`config.mk`:
```
export PLATFORM = sky130hd
export DESIGN_NAME = byte_ram_ctrl
export DESIGN_NICKNAME = d
export VERILOG_FILES = /design/src/rtl/byte_ram_pkg.sv /design/src/rtl/byte_ram_ctrl_rd_pipe.sv /design/src/rtl/byte_ram_ctrl.sv
export SDC_FILE = /design/constraint.sdc
export NUM_CORES = 1
export LEC_CHECK = 0
export ABC_AREA = 1
export BUFFER_PORTS_ARGS = -buffer_cell sky130_fd_sc_hd__clkbuf_2
export CAP_MARGIN = 20
export CORE_ASPECT_RATIO = 0.75
export CORE_UTILIZATION = 40
export DETAILED_ROUTE_END_ITERATION = 7
export GPL_ROUTABILITY_DRIVEN = 0
export PLACE_DENSITY = 0.57
export SLEW_MARGIN = 15
export SYNTH_ARGS = -nofsm -noshare
export SYNTH_HDL_FRONTEND = slang
export SYNTH_SLANG_ARGS = --single-unit
```
`constraint.sdc`:
```
create_clock -name clk_i -period 5.25 [get_ports clk_i]
set_clock_uncertainty 0.05 [all_clocks]
set_input_delay 0.525 -clock clk_i [delete_from_list [all_inputs] [get_ports clk_i]]
set_output_delay 0.525 -clock clk_i [all_outputs]
set_load 0.1 [all_outputs]
```
`src/rtl/byte_ram_pkg.sv`:
```
// Shared types and default parameters for the byte-lane RAM controller.
package byte_ram_pkg;

    localparam int unsigned DW_DEF     = 32;
    localparam int unsigned AW_DEF     = 4;
    localparam int unsigned DEPTH_DEF  = 16;
    localparam int unsigned RD_LAT_DEF = 1;

    typedef enum logic {
        CLEAR = 1'b0,
        READY = 1'b1
    } state_e;

    // Expands up to 8 byte enables into a 64-bit bit mask; callers truncate to DW.
    function automatic logic [63:0] lane_mask(input logic [7:0] be);
        logic [63:0] m;
        m = '0;
        for (int unsigned i = 0; i < 8; i++) begin
            m[8*i +: 8] = {8{be[i]}};
        end
        return m;
    endfunction

endpackage

```
`src/rtl/byte_ram_ctrl_rd_pipe.sv`:
```
// Read-response delay line: LAT stages of valid+data with synchronous flush.
module rd_pipe
    import byte_ram_pkg::*;
#(
    parameter int unsigned DW  = DW_DEF,
    parameter int unsigned LAT = RD_LAT_DEF
) (
    input  logic          clk_i,
    input  logic          flush_i,
    input  logic          in_v_i,
    input  logic [DW-1:0] in_data_i,
    output logic          out_v_o,
    output logic [DW-1:0] out_data_o
);

    logic [LAT-1:0] v_q;
    logic [DW-1:0]  data_q [LAT];

    // Data stages load only behind a valid, so the last stage holds the most recent response.
    always_ff @(posedge clk_i) begin
        if (flush_i) begin
            v_q <= '0;
            for (int unsigned i = 0; i < LAT; i++) begin
                data_q[i] <= '0;
            end
        end else begin
            v_q[0] <= in_v_i;
            if (in_v_i) begin
                data_q[0] <= in_data_i;
            end
            for (int unsigned i = 1; i < LAT; i++) begin
                v_q[i] <= v_q[i-1];
                if (v_q[i-1]) begin
                    data_q[i] <= data_q[i-1];
                end
            end
        end
    end

    assign out_v_o    = v_q[LAT-1];
    assign out_data_o = data_q[LAT-1];

endmodule

```
`src/rtl/byte_ram_ctrl.sv`:
```
// Byte-lane register RAM with post-reset clear sweep, pipelined reads and error pulse.
module byte_ram_ctrl
    import byte_ram_pkg::*;
#(
    parameter int unsigned DW     = DW_DEF,
    parameter int unsigned AW     = AW_DEF,
    parameter int unsigned DEPTH  = DEPTH_DEF,
    parameter int unsigned RD_LAT = RD_LAT_DEF
) (
    input  logic            clk_i,
    input  logic            rst_ni,
    input  logic            wr_i,
    input  logic            rd_i,
    input  logic [DW/8-1:0] byte_i,
    input  logic [AW-1:0]   addr_i,
    input  logic [DW-1:0]   wdata_i,
    output logic            rdata_v_o,
    output logic [DW-1:0]   rdata_o,
    output logic            ready_o,
    output logic            err_o
);

    localparam int unsigned NB = DW / 8;

    state_e          state_q, state_d;
    logic [AW-1:0]   clr_cnt_q, clr_cnt_d;
    logic            err_q, err_d;
    logic [DW-1:0]   mem_q [DEPTH];

    logic            addr_ok;
    logic            wr_acc;
    logic            rd_acc;
    logic [DW-1:0]   mask;
    logic [DW-1:0]   rd_word;

    assign ready_o = (state_q == READY);
    assign addr_ok = (32'(addr_i) < DEPTH);
    assign wr_acc  = wr_i & ready_o & addr_ok;
    assign rd_acc  = rd_i & ready_o;
    assign mask    = DW'(lane_mask(8'(byte_i)));
    // Read-first: the array is sampled before this cycle's write lands.
    assign rd_word = addr_ok ? (mem_q[addr_i] & mask) : '0;
    assign err_d   = (wr_i | rd_i) & ~(ready_o & addr_ok);

    always_comb begin
        state_d   = state_q;
        clr_cnt_d = clr_cnt_q;
        case (state_q)
            CLEAR: begin
                clr_cnt_d = clr_cnt_q + 1'b1;
                if (clr_cnt_q == AW'(DEPTH - 1)) begin
                    state_d   = READY;
                    clr_cnt_d = '0;
                end
            end
            READY:   state_d = READY;
            default: state_d = CLEAR;
        endcase
    end

    always_ff @(posedge clk_i) begin
        if (!rst_ni) begin
            state_q   <= CLEAR;
            clr_cnt_q <= '0;
            err_q     <= 1'b0;
        end else begin
            state_q   <= state_d;
            clr_cnt_q <= clr_cnt_d;
            err_q     <= err_d;
        end
    end

    always_ff @(posedge clk_i) begin
        if (rst_ni) begin
            if (state_q == CLEAR) begin
                mem_q[clr_cnt_q] <= '0;
            end else if (wr_acc) begin
                for (int unsigned i = 0; i < NB; i++) begin
                    if (byte_i[i]) begin
                        mem_q[addr_i][8*i +: 8] <= wdata_i[8*i +: 8];
                    end
                end
            end
        end
    end

    rd_pipe #(
        .DW  (DW),
        .LAT (RD_LAT)
    ) u_rd_pipe (
        .clk_i      (clk_i),
        .flush_i    (!rst_ni),
        .in_v_i     (rd_acc),
        .in_data_i  (rd_word),
        .out_v_o    (rdata_v_o),
        .out_data_o (rdata_o)
    );

    assign err_o = err_q;

endmodule

```
==> impl_metrics.tcl <==
set metrics [dict create \
    max_freq_ghz 0.343 \
    drv_slew 0 \
    cp_common_cell "nand2_2" \
    n_antenna_cell 0 \
    critPathLaunchType "register" \
    crit_buf_inv 0 \
    synth_seq_cells 551 \
    min_path_type "in -> reg" \
    powerDensity_nw_per_um2 354 \
    maxCapViolations 0 \
    worstSetupPathType "reg -> reg" \
    synth_compound_area_share_pct 7.92 \
    worstSetupPathDepth 9 \
    grt_pass1_wl_um 87900 \
    cts_tree "built" \
    final.period_utilization_pct 55.6 \
    drt-initial-drc-count 1313 \
    grt_max_degree 161 \
    synth_edf_count 544 \
    clockBufferDepth 3 \
    antenna_found_initial 0 \
    final_common_cell "edfxtp_1" \
    cts_buffers 52 \
    crit_end "mem_q[0][1]" \
    root_buffer "clkbuf_16" \
    rsz0062_at_grt "no" \
    grt_pass1_vias 13761 \
    r2r_setup_slack_ns 2.33 \
    hpwl_um 32400 \
    synthMuxAreaShare_pct 0 \
    hold_viol 0 \
    syn-mean-instance-area_sq_um 12.1 \
    whs_ns 0.127 \
    row_count 75 \
    cts-htree-levels 2 \
    drtAntennaViolNets 0 \
    cp_slowest_cell "nor2_1" \
    cts_hold_buf 0 \
    synthSimpleGateAreaFrac_pct 15.8 \
    startpoint "ready_o" \
    drcViolationCount 0 \
    vias 14400 \
    fin_crit_ns 2.92 \
    clk_latency_ns 0.58 \
    synthArstFlopShare_pct 0 \
    synth_warnings 0 \
    cp_data_required_time_ns 5.40 \
    final_cell_mix "edfxtp_1, nor2_1, nand3_1" \
    initial_core_util_pct 40.6 \
    tightestPinTransition_ns 1.17 \
    routed_wl_um 58800 \
    cp-end-kind "register" \
    crit_fanout 9 \
    vdd_drop_max_mv 0.236 \
    die_h_um 209 \
    worst_path_largest_cell_delay_ns 0.89 \
    firstDrtPassIters 5 \
    grt-ovfl-total 0 \
    worstRegToRegCells 9 \
    die_w_um 278 \
    cp_top_family "simple AND/OR/NAND/NOR gates" \
    crit_chain "nand2_2, nor2_2, nor2_4, nand2_4, nand2_2, nand2_2, nor2_4, nand2_2, nor2_1" \
    synthCells 1881 \
    grtUsageTotal_pct 20.2 \
    die_area_sq_um 58000 \
    postCtsSetupBuffers 0 \
    n_fill_cell 5122 \
    ios 79 \
    syn-num-nets 1926 \
    r2r-end "mem_q[0][1]" \
    netlist_area_sq_um 22800 \
    clkSinkCount 551 \
    r2r_start "ready_o" \
    multiInputGateArea_sq_um 5430 \
    drive_above_1_share_pct 13.2 \
    synthDistinctLibCells 27 \
    core_sq_um 56100 \
    clkTransAtPathRegs_ns 0.06 \
    hold_start "rd_i" \
    portBuffers 78 \
    post_cts_resized 0 \
    vias_per_cell 5.34 \
    ys.flop_type "edfxtp_1" \
    p_leak_nw 9.19 \
    yosysSeqAreaShare_pct 72.3 \
    arrival_ns 3.07 \
    status "complete, no violations" \
    yosys.area_share.adder_pct 0.0549 \
    final_net_count 1973 \
    regArea_sq_um 16500 \
    area_growth_pct 11.5 \
    routedWlPerCell_um 21.8 \
    setup_viol 0 \
    synth_top_family_by_area "simple AND/OR/NAND/NOR gates" \
    slew_headroom_pct 21.6 \
    finalSetupTns_ns 0 \
    synth_xor_area_share_pct 0 \
]
logic make-up after synthesis:
family	Yosys count
AND/OR/NAND/NOR	786
flip-flops	551
AO/OA/AOI/OAI	330
buffers and inverters	213
adder cells (fa/ha/maj)	1
power by group:
group	total [mW]	switching, mW	internal (mW)
combinational	0.576	0.430	0.146
sequential	4.84	0.0155	4.83
clock	3.58	1.59	1.99
sequential cells by signal, summed over array words and instances (netlist names):
register / cells
clr_cnt_q: 4
mem_q: 512
err_o: 1
u_rd_pipe.data_q: 32
ready_o: 1
u_rd_pipe.out_v_o: 1
per-layer routing:
metal  part of all wire (%)  GRT usage (%)  up-vias
met2                     45           30.4      392
met1                     47           30.5     7204
li1                       -              -     6717
met5                      0              0        -
met3                    5.9           3.47       87
met4                    2.2           4.72        0
synth_stat cells, types with 15 or more instances:
cell type,n,area share (%)
a21boi_1,32,1.1
nor2_1,466,7.7
nor2_2,40,1.1
o21ai_1,57,1.3
a21oi_1,36,0.79
nand2_1,36,0.59
nand2_4,15,0.74
nand2_2,17,0.47
o21ai_0,176,3.9
clkbuf_1,63,1.0
inv_1,98,1.6
o211ai_1,27,0.89
edfxtp_1,544,72
buf_2,26,0.57
nand3_1,200,4.4
worst register-to-register path: stages (launching register included):
cell and delay (ns):
dfxtp_1 0.40, nand2_2 0.19, nor2_2 0.08, nor2_4 0.23, nand2_4 0.15, nand2_2 0.09, nand2_2 0.11, nor2_4 0.19
nand2_2 0.13, nor2_1 0.90
worst min path at each step:
stage              endpoint  slack, ns  cells past startpoint
2_1_floorplan  clr_cnt_q[3]       0.43                      2
3_3_place_gp   clr_cnt_q[3]       0.46                      2
3_5_place_dp   clr_cnt_q[3]       0.46                      2
4_1_cts               err_o       0.11                      2
5_1_grt               err_o       0.12                      2
6_report              err_o       0.13                      2
final cells by class:
cell class / count / area share (%)
Clock inverter: 20 / 0.640
Clock buffer: 71 / 5.48
Tap cell: 731 / 3.60
Sequential cell: 551 / 64.8
Inverter: 100 / 1.51
Timing Repair Buffer: 106 / 2.58
Multi-Input combinational cell: 1117 / 21.3
stage by stage:
stage / total power, mW / util, % / worst slack (ns) / std cells / instance area [sq um]
2_1_floorplan: 5.34 / - / 2.44 / 1881 / 22800
3_3_place_gp: 5.51 / 42.4 / 1.81 / 2599 / 23800
3_5_place_dp: 5.51 / 42.4 / 1.76 / 2600 / 23800
4_1_cts: 9.05 / 45.2 / 2.29 / 2691 / 25300
5_1_grt: 9.27 / 45.3 / 2.18 / 2696 / 25400
6_report: 9.00 / 45.3 / 2.33 / 2696 / 25400
(Power assumes the default switching activity.)
